<file path="src/rtl/sync_fifo_flagged.sv">
// Single-clock FIFO with occupancy count, almost flags, flush and error pulses.
// Define SYNC_FIFO_FWFT_EN for first-word fall-through output; default is registered read.
module sync_fifo_flagged #(
  parameter int DATA_WIDTH          = 32,
  parameter int DATA_DEPTH          = 8,
  parameter int ALMOST_FULL_THRESH  = DATA_DEPTH - 2,
  parameter int ALMOST_EMPTY_THRESH = 2
) (
  input  logic                            clock,
  input  logic                            reset,
  input  logic                            clear,
  input  logic [DATA_WIDTH-1:0]           din,
  input  logic                            write_en,
  input  logic                            read_en,
  output logic [DATA_WIDTH-1:0]           dout,
  output logic                            empty,
  output logic                            full,
  output logic                            almost_empty,
  output logic                            almost_full,
  output logic [$clog2(DATA_DEPTH+1)-1:0] count,
  output logic                            overflow,
  output logic                            underflow
);

  localparam int CW = $clog2(DATA_DEPTH + 1);
  localparam int PW = (DATA_DEPTH > 1) ? $clog2(DATA_DEPTH) : 1;
  localparam logic [CW-1:0] DEPTH_C = CW'(DATA_DEPTH);
  localparam logic [CW-1:0] AF_C    = CW'(ALMOST_FULL_THRESH);
  localparam logic [CW-1:0] AE_C    = CW'(ALMOST_EMPTY_THRESH);
  localparam logic [PW-1:0] LAST_C  = PW'(DATA_DEPTH - 1);

  if (DATA_WIDTH < 1) begin : g_chk_width
    $fatal(1, "sync_fifo_flagged: DATA_WIDTH must be >= 1");
  end
  if (DATA_DEPTH < 2) begin : g_chk_depth
    $fatal(1, "sync_fifo_flagged: DATA_DEPTH must be >= 2");
  end
  if (ALMOST_FULL_THRESH < 1 || ALMOST_FULL_THRESH > DATA_DEPTH) begin : g_chk_af
    $fatal(1, "sync_fifo_flagged: ALMOST_FULL_THRESH out of 1..DATA_DEPTH");
  end
  if (ALMOST_EMPTY_THRESH < 0 || ALMOST_EMPTY_THRESH >= DATA_DEPTH) begin : g_chk_ae
    $fatal(1, "sync_fifo_flagged: ALMOST_EMPTY_THRESH out of 0..DATA_DEPTH-1");
  end

  logic [DATA_WIDTH-1:0] mem_q [DATA_DEPTH];
  logic [PW-1:0]         wr_ptr_q, wr_ptr_d;
  logic [PW-1:0]         rd_ptr_q, rd_ptr_d;
  logic [CW-1:0]         count_q, count_d;
  logic                  ovf_q, ovf_d;
  logic                  udf_q, udf_d;
  logic                  flush, rd_ok, wr_ok;

  // A full FIFO still takes a write when a read frees a slot in the same cycle.
  always_comb begin
    flush    = reset || clear;
    rd_ok    = read_en && (count_q != '0);
    wr_ok    = write_en && ((count_q != DEPTH_C) || rd_ok);
    wr_ptr_d = wr_ptr_q;
    rd_ptr_d = rd_ptr_q;
    count_d  = count_q;
    ovf_d    = write_en && !wr_ok;
    udf_d    = read_en && !rd_ok;
    if (flush) begin
      wr_ptr_d = '0;
      rd_ptr_d = '0;
      count_d  = '0;
      ovf_d    = 1'b0;
      udf_d    = 1'b0;
    end else begin
      if (wr_ok) wr_ptr_d = (wr_ptr_q == LAST_C) ? '0 : wr_ptr_q + PW'(1);
      if (rd_ok) rd_ptr_d = (rd_ptr_q == LAST_C) ? '0 : rd_ptr_q + PW'(1);
      count_d = count_q + CW'(wr_ok) - CW'(rd_ok);
    end
  end

  always_ff @(posedge clock) begin
    if (reset) begin
      wr_ptr_q <= '0;
      rd_ptr_q <= '0;
      count_q  <= '0;
      ovf_q    <= 1'b0;
      udf_q    <= 1'b0;
    end else begin
      wr_ptr_q <= wr_ptr_d;
      rd_ptr_q <= rd_ptr_d;
      count_q  <= count_d;
      ovf_q    <= ovf_d;
      udf_q    <= udf_d;
    end
  end

  always_ff @(posedge clock) begin
    if (!flush && wr_ok) mem_q[wr_ptr_q] <= din;
  end

`ifdef SYNC_FIFO_FWFT_EN
  assign dout = (count_q == '0) ? '0 : mem_q[rd_ptr_q];
`else
  logic [DATA_WIDTH-1:0] dout_q, dout_d;

  always_comb begin
    dout_d = dout_q;
    if (flush)      dout_d = '0;
    else if (rd_ok) dout_d = mem_q[rd_ptr_q];
  end

  always_ff @(posedge clock) begin
    if (reset) dout_q <= '0;
    else       dout_q <= dout_d;
  end

  assign dout = dout_q;
`endif

  assign count        = count_q;
  assign empty        = (count_q == '0);
  assign full         = (count_q == DEPTH_C);
  assign almost_empty = (count_q <= AE_C);
  assign almost_full  = (count_q >= AF_C);
  assign overflow     = ovf_q;
  assign underflow    = udf_q;

endmodule

</file>
<file path="config.mk">
export PLATFORM = sky130hd
export DESIGN_NAME = sync_fifo_flagged
export DESIGN_NICKNAME = d
export VERILOG_FILES = /design/src/rtl/sync_fifo_flagged.sv
export SDC_FILE = /design/constraint.sdc
export NUM_CORES = 1
export LEC_CHECK = 0
export CAP_MARGIN = 20
export CORE_UTILIZATION = 35
export CTS_BUF_LIST = sky130_fd_sc_hd__clkbuf_8 sky130_fd_sc_hd__clkbuf_16
export CTS_CLUSTER_DIAMETER = 40
export DETAILED_ROUTE_END_ITERATION = 8
export PLACE_DENSITY = 0.59
export SKIP_LAST_GASP = 1
export SLEW_MARGIN = 20
export SYNTH_ARGS = -nofsm -noshare
export SYNTH_HDL_FRONTEND = slang
export SYNTH_SLANG_ARGS = --single-unit
</file>
<file path="constraint.sdc">
create_clock -name clock -period 4.26 [get_ports clock]
set_clock_uncertainty 0.15 [all_clocks]
set_input_delay 0.852 -clock clock [delete_from_list [all_inputs] [get_ports clock]]
set_output_delay 0.852 -clock clock [all_outputs]
set_load 0.02 [all_outputs]
</file>
After elaboration in Yosys (flattened, before gate mapping)
Memory sizes are Yosys's and may differ from the RTL's. A register that Yosys moved wholly into a read port is not among the register bits. Cells that the tools add are included.

Bits of input ports: 37. Word-level logic and storage cells: 33. Memories: 1. Bits in writable memories: 256. Bits in registers: 12.

Equal/unequal tests: 4. $lt $le $gt $ge: 2. Reductions and logical operators: 13. Add/sub/neg operators: 4. Mux-type cells: 4.

Memories: mem_q (depth 8, width 32, rd ports 1, clocked after memory_dff 1, write ports 1, line 45) `logic [DATA_WIDTH-1:0] mem_q [DATA_DEPTH];`.

Operator list (count): adder 3 x 1 -> 3 bit, second input constant (2); equality test 3 bit, second input constant (2); 2-to-1 mux 3 bit (2); logical AND 1 bit (5); adder 4 x 1 -> 4 bit (1); equality test 4 bit, second input constant (1); >= comparator 4 x 3 -> 1 bit, second input constant (1); <= comparator 4 x 2 -> 1 bit, second input constant (1); logical NOT 4 bit (1); inequality test 4 bit, second input constant (1); nonzero test 4 bit (1); subtractor 4 x 1 -> 4 bit (1); logical NOT 1 bit (3); logical OR 1 bit (2); 2-to-1 mux 1 bit (2); OR reduction 2 bit (1).

Depth between registers and ports, before layout
Gate-level depths: netlist of run 1.

Depth after elaboration: 7. Mapped depth: 12. Gate-level depth less buffers: 11.

Worst setup path before layout of run 1
OpenSTA, ideal clock, no wires.

Path kind: input -> register. Start: input port clear. End: memory mem_q[0][0], enable pin. Setup slack: -0.184 ns. Arrival time: 3.833 ns. Stages: 4. Cells stage by stage: or2_1 -> clkbuf_1 -> or3_1 -> nor3_1.

Longest elaborated chain between the ends: 5.

Ends and longest elaborated chain: start, declared (line 11) `input logic clear,`; logical OR 1 bit (line 55) `flush = reset || clear;`; logical NOT 1 bit (line 93) `if (!flush && wr_ok) mem_q[wr_ptr_q] <= din;`; logical AND 1 bit (line 93); 2-to-1 mux 1 bit (line 93); 2-to-1 mux 1 bit (implied by the code) (line 93); end, declared (line 45).

Every way passes these cells.

Worst setup path after layout of run 1
Start: register count_q[2] (netlist: count[2]). End: output port full.

Longest elaborated chain between the ends: 1.

Ends and longest elaborated chain: start, declared (line 48) `logic [CW-1:0] count_q, count_d;`; start signal, assigned (line 86) `count_q <= count_d;`; equality test 4 bit (line 117) `assign full = (count_q == DEPTH_C);`; end, declared (line 17) `output logic full,`.

Every way passes these cells.

==> flow_metrics.env, run 1 <==
export IMPL_postSynthCellCount=639
export IMPL_port_buffer_count=78
export IMPL_crit_required_ps=3260
export IMPL_grt_first_pass_wirelength_mm=35.9
export IMPL_cp_startpoint="count[2]"
export IMPL_setup_total_negative_slack_ps=0
export IMPL_grt_pass1_vias=6081
export IMPL_n_fill_cell=2791
export IMPL_detailedPlace_worstSlack_ps=636
export IMPL_clkSlewWorstSetupHoldPaths_ps=50
export IMPL_placement_rows=65
export IMPL_worst_path_max_fanout=4
export IMPL_timing_hold_worst_class="reg -> reg"
export IMPL_status="finished clean"
export IMPL_top_layer_used="met4"
export IMPL_postCtsSetupBuffers=0
export IMPL_fin_nets=790
export IMPL_hold_start="wr_ptr_q[0]"
export IMPL_cp_end_kind="primary output"
export IMPL_clock_network_latency_to_the_later_pin_of_the_worst_skew_pair_ps=520
export IMPL_hpwl_mm=13.8
export IMPL_met3WireLength_mm=1.13
export IMPL_wl_met2_mm=10.3
export IMPL_number_of_setup_violations_in_the_final_report=0
export IMPL_grt_antenna_before_repair=0
export IMPL_max_clock_freq_ghz=0.307
export IMPL_remaining_global_route_overflow=0
export IMPL_synth_sequential_area_ratio_pct=74.9
export IMPL_pwr_density_cell_nw_per_um2=486
export IMPL_critPathLaunchType="flop"
export IMPL_worst_setup_path_type="reg -> out"
export IMPL_timing_reg2reg_setup_slack_ps=1270
export IMPL_grt_setup_unrepaired="false"
export IMPL_drt_total_wl_mm=22.9
export IMPL_layout_min_cycle_time_ps=3260
export IMPL_maxSlewHeadroom_pct=37.6
export IMPL_detail_route_wirelength_met1_mm=11.0
export IMPL_drt_vias_per_instance=4.84
export IMPL_first_iter_violations=362
export IMPL_sinks_on_clock_net=300
export IMPL_floorplan_die_area_um2=33400
export IMPL_mappedNetlistArea_um2=11400
export IMPL_routedWlPerCell_um=19.0
export IMPL_dieWidth_um=183
export IMPL_syn_mean_instance_area_um2=17.9
export IMPL_cts_root_buf="sky130_fd_sc_hd__clkbuf_16"
export IMPL_post_synth_num_cell_types=34
export IMPL_vias=5823
export IMPL_insertedDiodeCount=0
export IMPL_postLayoutSetupSlackWorst_ps=1000
export IMPL_rr_worst_depth=7
export IMPL_max_vdd_ir_drop_mv=0.242
export IMPL_syn_num_nets=689
export IMPL_drive_gt1_share_pct=16.6
export IMPL_max_cap_violations=0
export IMPL_max_slew_worst_pin_slew_ps=934
export IMPL_grt_start_max_net_pins=47
export IMPL_global_route_usage_total_pct=14.1
export IMPL_tritoncts_num_buffers=39
export IMPL_reg2reg_launch_point="count[2]"
export IMPL_top_level_ports=79
export IMPL_routabilityCongestion=0.714
export IMPL_route_detailed_drc=0
export IMPL_h_tree_level_count=2
export IMPL_timing_hold_violations_final=0
export IMPL_clk_path_buf_depth=3
export IMPL_crit_arrival_ps=2260
export IMPL_area_growth_pct=22.9
export IMPL_static_leakage_power_uw=0.00446
export IMPL_drt_pre_antenna_iters=4
export IMPL_ys_warn_count=0
export IMPL_holdBufCountCts=0
export IMPL_min_period_over_period_pct=76.5
export IMPL_tritoncts="yes"
export IMPL_synth_seq_cells=300
export IMPL_die_height_um=183
export IMPL_worstHoldPathCells=2
export IMPL_core_um2=31900
export IMPL_cts_resized=0
export IMPL_ant_nets=0
export IMPL_slew_violations=0
export IMPL_initial_cell_density_of_the_core_pct=35.9
[cell type report]
class | count | area [um^2] | area share [%]
tap | 435 | 544 | 3.87
inverter | 7 | 26.3 | 0.187
timing repair buffer | 98 | 993 | 7.07
clock buffer | 41 | 1010 | 7.22
multi-input combinational | 294 | 2630 | 18.7
sequential | 300 | 8570 | 61.0
clock inverter | 29 | 279 | 1.98
[logic make-up (layout without fill, tap and decap cells)]
kind of cell,Yosys count,count (layout),share of synthesized area (%)
fa+ha+maj,13,13,1.49
compound gates,140,140,6.63
simple gates,41,41,1.86
mux,98,98,12.2
xor+xnor,2,2,0.153
buf+inv,45,175,2.75
flops,300,300,74.9
[power by group]
group | switching, uW | internal (uW) | total [uW]
combinational | 221 | 174 | 395
clock | 1250 | 1940 | 3190
sequential | 31.3 | 3220 | 3260
[cells in the mapped netlist, drive strengths merged]
cell | number | area (um^2)
buf | 27 | 246
dfxtp | 44 | 881
or3b | 1 | 11.3
a21o | 1 | 7.51
and3 | 1 | 6.26
mux2i | 66 | 661
fa | 1 | 20.0
xnor2 | 1 | 8.76
or2 | 2 | 12.5
and2 | 1 | 6.26
nor2 | 13 | 48.8
nand3b | 1 | 7.51
xor2 | 1 | 8.76
mux4 | 32 | 736
o22ai | 32 | 200
o2111ai | 1 | 8.76
ha | 12 | 150
or3 | 3 | 18.8
o21ai | 36 | 191
a21oi | 70 | 350
nor3b | 1 | 12.5
nand2 | 8 | 30.0
edfxtp | 256 | 7690
clkbuf | 11 | 41.3
nand3 | 1 | 5.00
nor3 | 2 | 10.0
nand2b | 5 | 31.3
nor2b | 2 | 12.5
inv | 7 | 26.3
[stage by stage]
stage	std cells	total power (uW)	cell area, um^2	util, %	hold slack [ps]
finish	1204	6840	14100	44.1	358
detailed placement	1134	3720	12800	40.0	350
global route	1204	7050	14100	44.1	384
CTS	1204	6920	14100	44.1	357
floorplan	639	3550	11400	-	321
global placement	1134	3710	12800	40.0	348
[per-layer routing]
layer,global-route usage (%),vias to the layer above
met1,20.1,2904
met2,21.6,122
met5,0,-
met4,4.40,0
li1,-,2760
met3,3.14,37
[final timing paths]
kind,to
max,full
min,wr_ptr_q[0]
max reg2reg,mem_q[2][6]
min reg2reg,wr_ptr_q[0]
[placed cells by master, fill, tap and decap left out, types with 2 or more instances in the layout]
cell / instances
sky130_fd_sc_hd__nor2_1: 6
sky130_fd_sc_hd__nand2_1: 8
sky130_fd_sc_hd__inv_6: 3
sky130_fd_sc_hd__mux2i_1: 66
sky130_fd_sc_hd__dfxtp_1: 41
sky130_fd_sc_hd__clkinv_1: 2
sky130_fd_sc_hd__edfxtp_1: 256
sky130_fd_sc_hd__or2_1: 2
sky130_fd_sc_hd__clkbuf_16: 40
sky130_fd_sc_hd__or3_1: 3
sky130_fd_sc_hd__inv_8: 3
sky130_fd_sc_hd__mux4_2: 28
sky130_fd_sc_hd__o21ai_0: 35
sky130_fd_sc_hd__inv_1: 12
sky130_fd_sc_hd__buf_4: 15
sky130_fd_sc_hd__nand2b_1: 4
sky130_fd_sc_hd__a21oi_1: 70
sky130_fd_sc_hd__clkinv_4: 2
sky130_fd_sc_hd__buf_12: 5
sky130_fd_sc_hd__ha_1: 12
sky130_fd_sc_hd__dfxtp_2: 2
sky130_fd_sc_hd__bufinv_16: 3
sky130_fd_sc_hd__o22ai_1: 32
sky130_fd_sc_hd__clkinvlp_4: 3
sky130_fd_sc_hd__nor2_4: 6
sky130_fd_sc_hd__clkinv_2: 6
sky130_fd_sc_hd__clkdlybuf4s50_1: 78
sky130_fd_sc_hd__clkinv_8: 2
sky130_fd_sc_hd__mux4_1: 4
[worst max-delay path: stages (launching register included)]
cell                              delay (ps)
sky130_fd_sc_hd__dfxtp_1                 340
sky130_fd_sc_hd__inv_1                   150
sky130_fd_sc_hd__ha_1                    160
sky130_fd_sc_hd__or3b_4                  400
sky130_fd_sc_hd__inv_1                    90
sky130_fd_sc_hd__clkdlybuf4s50_1         600
[flip-flops by register name (all words and copies together), names as in the netlist]
signal and cells:
rd_ptr_q 3, underflow 1, mem_q 256, wr_ptr_q 3, count 4, overflow 1
dout 32
Power figures use the tool's default switching activity.
==> inputs of run 2 (changes only) <==
--- a/config.mk
+++ b/config.mk
@@ -10,7 +10,7 @@
 export CTS_BUF_LIST = sky130_fd_sc_hd__clkbuf_8 sky130_fd_sc_hd__clkbuf_16
 export CTS_CLUSTER_DIAMETER = 40
 export DETAILED_ROUTE_END_ITERATION = 8
-export PLACE_DENSITY = 0.59
+export PLACE_DENSITY = 0.57
 export SKIP_LAST_GASP = 1
 export SLEW_MARGIN = 20
 export SYNTH_ARGS = -nofsm -noshare
==> constraint.sdc (replaced) <==
create_clock -name clock -period 3.4 [get_ports clock]
set_clock_uncertainty 0.15 [all_clocks]
set_input_delay 0.68 -clock clock [delete_from_list [all_inputs] [get_ports clock]]
set_output_delay 0.68 -clock clock [all_outputs]
set_load 0.02 [all_outputs]
==> flow_metrics.env, run 2 (synthesis results as in run 1) <==
export IMPL_timing_hold_violations_final=0
export IMPL_clock_network_latency_to_the_later_pin_of_the_worst_skew_pair_ps=520
export IMPL_sinks_on_clock_net=300
export IMPL_ant_nets=0
export IMPL_area_of_combinational_cells_with_multiple_inputs_um2=2640
export IMPL_vias=5906
export IMPL_slew_violations=0
export IMPL_tritoncts_num_buffers=42
export IMPL_hpwl_mm=13.5
export IMPL_remaining_global_route_overflow=0
export IMPL_power_total_uw=8710
export IMPL_layout_commonest_cell="sky130_fd_sc_hd__edfxtp_1"
export IMPL_clkSlewWorstSetupHoldPaths_ps=50
export IMPL_crit_arrival_ps=2240
export IMPL_top_level_ports=79
export IMPL_pwr_density_cell_nw_per_um2=614
export IMPL_max_clock_freq_ghz=0.326
export IMPL_max_slew_worst_pin_slew_ps=975
export IMPL_clk_path_buf_depth=3
export IMPL_port_buffer_count=78
export IMPL_route_detailed_drc=0
export IMPL_grt_first_pass_wirelength_mm=36.0
export IMPL_first_iter_violations=388
export IMPL_crit_required_ps=2570
export IMPL_global_route_usage_total_pct=14.2
export IMPL_grt_setup_unrepaired="false"
export IMPL_worst_path_max_fanout=4
export IMPL_max_cap_violations=0
export IMPL_core_um2=31900
export IMPL_initial_cell_density_of_the_core_pct=35.9
export IMPL_static_leakage_power_uw=0.00451
export IMPL_placement_rows=65
export IMPL_n_fill_cell=2782
export IMPL_number_of_setup_violations_in_the_final_report=0
export IMPL_insertedDiodeCount=0
export IMPL_drt_pre_antenna_iters=4
export IMPL_dieWidth_um=183
export IMPL_worst_setup_path_type="reg -> out"
export IMPL_timing_hold_worst_class="reg -> reg"
export IMPL_min_period_over_period_pct=90.2
export IMPL_holdBufCountCts=0
export IMPL_grt_start_max_net_pins=44
export IMPL_routabilityCongestion=0.722
export IMPL_cp_end_kind="primary output"
export IMPL_setup_total_negative_slack_ps=0
export IMPL_grt_pass1_vias=6232
export IMPL_cts_root_buf="sky130_fd_sc_hd__clkbuf_16"
export IMPL_tritoncts="yes"
export IMPL_regMostFlops="mem_q"
export IMPL_drt_vias_per_instance=4.87
export IMPL_most_common_layout_cells="sky130_fd_sc_hd__edfxtp_1, sky130_fd_sc_hd__clkdlybuf4s50_1, sky130_fd_sc_hd__a21oi_1"
export IMPL_max_vdd_ir_drop_mv=0.401
export IMPL_layout_min_cycle_time_ps=3070
export IMPL_status="finished clean"
export IMPL_maxSlewHeadroom_pct=35.0
export IMPL_area_of_all_sequential_standard_cells_um2=8570
export IMPL_die_height_um=183
export IMPL_h_tree_level_count=2
export IMPL_largest_reg_flops=256
export IMPL_cts_resized=0
export IMPL_grt_antenna_before_repair=1
export IMPL_fin_nets=796
export IMPL_critPathLaunchType="flop"
export IMPL_floorplan_die_area_um2=33400
export IMPL_area_growth_pct=24.0
export IMPL_drt_total_wl_mm=23.2
export IMPL_postCtsSetupBuffers=0
export IMPL_routedWlPerCell_um=19.2
export IMPL_drive_gt1_share_pct=17.2
==> run 2: routing by layer <==
layer | share of wire [%] | wire [um] | vias up | GRT usage, %
li1 | - | - | 2768 | -
met1 | 43 | 10100 | 2937 | 19.4
met2 | 48 | 11000 | 161 | 23.3
met3 | 7.2 | 1690 | 38 | 2.80
met4 | 1.9 | 441 | 2 | 3.83
met5 | 0.073 | 17 | - | 0
==> run 2: area by class of cell <==
type	instances	share of cell area (%)
Inverter	7	0.185
Clock buffer	42	7.41
Tap cell	435	3.84
Clock inverter	34	2.14
Timing Repair Buffer	101	7.34
Multi-Input combinational cell	294	18.6
Sequential cell	300	60.5
==> run 2: critical path: stages (launching register included) <==
cell	delay, ps
sky130_fd_sc_hd__dfxtp_1	330
sky130_fd_sc_hd__inv_1	140
sky130_fd_sc_hd__ha_1	160
sky130_fd_sc_hd__or3b_4	410
sky130_fd_sc_hd__inv_1	90
sky130_fd_sc_hd__clkdlybuf4s50_1	600
==> run 2: stage by stage <==
stage	area [um^2]	utilization (%)	setup slack, ps	cells	hold slack (ps)
detailed placement	12800	40.2	274	1137	355
floorplan	11400	-	-101	639	321
global placement	12800	40.2	304	1137	348
finish	14200	44.5	334	1213	365
CTS	14200	44.5	313	1213	363
global route	14200	44.5	242	1213	399
==> run 2: where the power goes <==
part	switching, uW	internal, uW	leakage [uW]
Combinational	274	225	0.00117
Sequential	38.8	4040	0.00266
Clock	1600	2530	0.000673
==> run 2: final timing paths <==
path              cells after the start   startpoint           end  slack [ps]
setup / recovery                      5     count[2]          full         330
hold / removal                        2  wr_ptr_q[0]   wr_ptr_q[0]         370
setup reg to reg                      7     count[2]  mem_q[6][25]         770
hold reg to reg                       2  wr_ptr_q[0]   wr_ptr_q[0]         370
==> inputs of run 3 (changes only) <==
--- a/config.mk
+++ b/config.mk
@@ -5,6 +5,7 @@
 export SDC_FILE = /design/constraint.sdc
 export NUM_CORES = 1
 export LEC_CHECK = 0
+export ABC_AREA = 1
 export CAP_MARGIN = 20
 export CORE_UTILIZATION = 35
 export CTS_BUF_LIST = sky130_fd_sc_hd__clkbuf_8 sky130_fd_sc_hd__clkbuf_16
==> flow_metrics.env, run 3 <==
export IMPL_grt_first_pass_wirelength_mm=44.7
export IMPL_status="finished with violations"
export IMPL_most_common_layout_cells="sky130_fd_sc_hd__nand2_1, sky130_fd_sc_hd__inv_1, sky130_fd_sc_hd__edfxtp_1"
export IMPL_power_total_uw=9010
export IMPL_synth_top_cells_by_area="sky130_fd_sc_hd__edfxtp_1, sky130_fd_sc_hd__nand2_1, sky130_fd_sc_hd__inv_1, sky130_fd_sc_hd__nand3_1, sky130_fd_sc_hd__dfxtp_1"
export IMPL_floorplan_die_area_um2=37100
export IMPL_library_cell_with_the_highest_instance_count_after_synthesis="sky130_fd_sc_hd__nand2_1"
export IMPL_placed_area_um2=14100
export IMPL_power_share_combinational_pct=6.1
export IMPL_remaining_global_route_overflow=0
export IMPL_mappedNetlistArea_um2=12700
export IMPL_clk_path_buf_depth=3
export IMPL_crit_chain="inv_1 > ha_1 > nor3b_1 > clkdlybuf4s50_1"
export IMPL_ant_nets=0
export IMPL_vias=8258
export IMPL_swShare_pct=22.5
export IMPL_worst_path_largest_cell_delay_ps=680
export IMPL_port_buffer_count=78
export IMPL_tritoncts="yes"
export IMPL_finalInstanceArea_um2=15500
export IMPL_drt_total_wl_mm=27.9
export IMPL_initial_cell_density_of_the_core_pct=35.6
export IMPL_largest_reg_flops=256
export IMPL_maxSlewHeadroom_pct=43.3
export IMPL_max_clock_freq_ghz=0.332
export IMPL_global_route_usage_total_pct=15.7
export IMPL_crit_required_ps=2570
export IMPL_h_tree_level_count=2
export IMPL_route_detailed_drc=12
export IMPL_critPathLaunchType="flop"
export IMPL_number_of_setup_violations_in_the_final_report=0
export IMPL_grt_pass1_vias=8122
export IMPL_synth_sequential_area_ratio_pct=67.4
export IMPL_max_cap_violations=0
export IMPL_static_leakage_power_uw=0.00655
export IMPL_crit_arrival_ps=2180
export IMPL_fin_nets=1382
export IMPL_core_um2=35700
export IMPL_ys_dominant_reg_cell="sky130_fd_sc_hd__edfxtp_1"
export IMPL_switchingPower_uw=2030
export IMPL_clock_network_latency_to_the_later_pin_of_the_worst_skew_pair_ps=530
export IMPL_routedWlPerCell_um=15.2
export IMPL_drt_pre_antenna_iters=7
export IMPL_min_period_over_period_pct=88.5
export IMPL_regMostFlops="mem_q"
export IMPL_syn_mean_instance_area_um2=10.2
export IMPL_area_growth_pct=22.2
export IMPL_first_iter_violations=478
export IMPL_synth_seq_cells=300
export IMPL_drt_vias_per_instance=4.52
export IMPL_synth_largest_area_cell="sky130_fd_sc_hd__edfxtp_1"
export IMPL_grt_setup_unrepaired="false"
export IMPL_grt_antenna_before_repair=0
export IMPL_postLayoutCoreUtil_pct=43.6
export IMPL_timing_hold_worst_class="reg -> reg"
export IMPL_placement_rows=69
export IMPL_post_synth_num_cell_types=26
export IMPL_routabilityCongestion=0.748
export IMPL_sinks_on_clock_net=300
export IMPL_ys_warn_count=0
export IMPL_synth_top_cells_by_count="sky130_fd_sc_hd__nand2_1, sky130_fd_sc_hd__inv_1, sky130_fd_sc_hd__edfxtp_1, sky130_fd_sc_hd__nand3_1, sky130_fd_sc_hd__dfxtp_1"
export IMPL_synth_enable_flop_cells=256
export IMPL_hpwl_mm=15.3
export IMPL_clock_power_share_pct=48.8
export IMPL_worst_path_max_fanout=4
export IMPL_postSynthCellCount=1250
export IMPL_top_level_ports=79
export IMPL_tritoncts_num_buffers=42
export IMPL_timing_hold_violations_final=0
export IMPL_syn_num_nets=1300
export IMPL_timing_critical_path_slowest_stage_cell="sky130_fd_sc_hd__clkdlybuf4s50_1"
export IMPL_dieWidth_um=193
export IMPL_postCtsSetupBuffers=0
export IMPL_worst_setup_path_type="reg -> out"
export IMPL_power_internal_uw=6990
export IMPL_cts_root_buf="sky130_fd_sc_hd__clkbuf_16"
export IMPL_async_sr_flop_fraction_pct=0
export IMPL_layout_commonest_cell="sky130_fd_sc_hd__nand2_1"
export IMPL_insertedDiodeCount=0
export IMPL_pwr_density_cell_nw_per_um2=580
export IMPL_drive_gt1_share_pct=8.13
export IMPL_synth_top_area_share_pct=60.5
export IMPL_die_height_um=193
export IMPL_violated_checks="DRC"
export IMPL_power_sequential_fraction_pct=45.1
export IMPL_cp_end_kind="primary output"
export IMPL_clkSlewWorstSetupHoldPaths_ps=60
export IMPL_n_fill_cell=3289
export IMPL_max_slew_worst_pin_slew_ps=851
export IMPL_slew_violations=0
export IMPL_layout_min_cycle_time_ps=3010
export IMPL_holdBufCountCts=0
export IMPL_grt_start_max_net_pins=131
export IMPL_setup_total_negative_slack_ps=0
export IMPL_cts_resized=0
export IMPL_max_vdd_ir_drop_mv=0.317
## run 3: kinds of logic after synthesis
kind of cell / after synthesis / synth area share (%)
flip-flops: 300 / 67.4
adder cells (fa/ha/maj): 13 / 1.34
buffers and inverters: 335 / 10.4
AND/OR/NAND/NOR: 524 / 17.7
XOR/XNOR: 1 / 0.0689
AO/OA/AOI/OAI: 77 / 3.08
## run 3: critical path: cells and delay by family (launching register included)
kind	cells	cell delay, ps
DFF	1	340
adders and majority gates	1	150
buffers and inverters	2	820
and+or+nand+nor	1	340
## run 3: layout make-up
class                      instances  area, um^2  share of cell area [%]
sequential                       300        8570                    55.2
multi-input combinational        615        2870                    18.5
clock buffer                      42        1050                    6.77
inverter                         275        1040                    6.67
timing repair buffer              98        1030                    6.64
tap                              461         577                    3.71
clock inverter                    36         394                    2.54
## run 3: worst paths after layout
kind	slack (ps)	startpoint	depth (start not counted)	to
min reg2reg	370	dout[21]	2	dout[21]
max reg2reg	900	count[2]	7	dout[2]
min	370	dout[21]	2	dout[21]
max	390	count[2]	4	full
## run 3: per-layer routing
layer  GRT usage (%)  vias up  wire length (um)
li1                -     4198                 -
met2            25.6      195             12700
met3            2.95       49              1390
met1            21.2     3816             13100
met4            4.57        0               615
met5               0        -                 0
## run 3: power by group through the flow
stage	sequential (uW)	combinational, uW	clock (uW)
after floorplan	4170	285	0
after global placement	4140	548	0
after detailed placement	4140	557	0
after CTS	4060	558	4500
after global routing	4070	615	4660
final	4060	548	4400
## run 3: stage by stage
stage	hold slack, ps	worst slack [ps]	instances
3_5_place_dp	365	547	1749
6_report	373	390	1827
3_3_place_gp	358	629	1749
2_1_floorplan	331	-775	1250
5_1_grt	402	256	1827
4_1_cts	377	368	1827
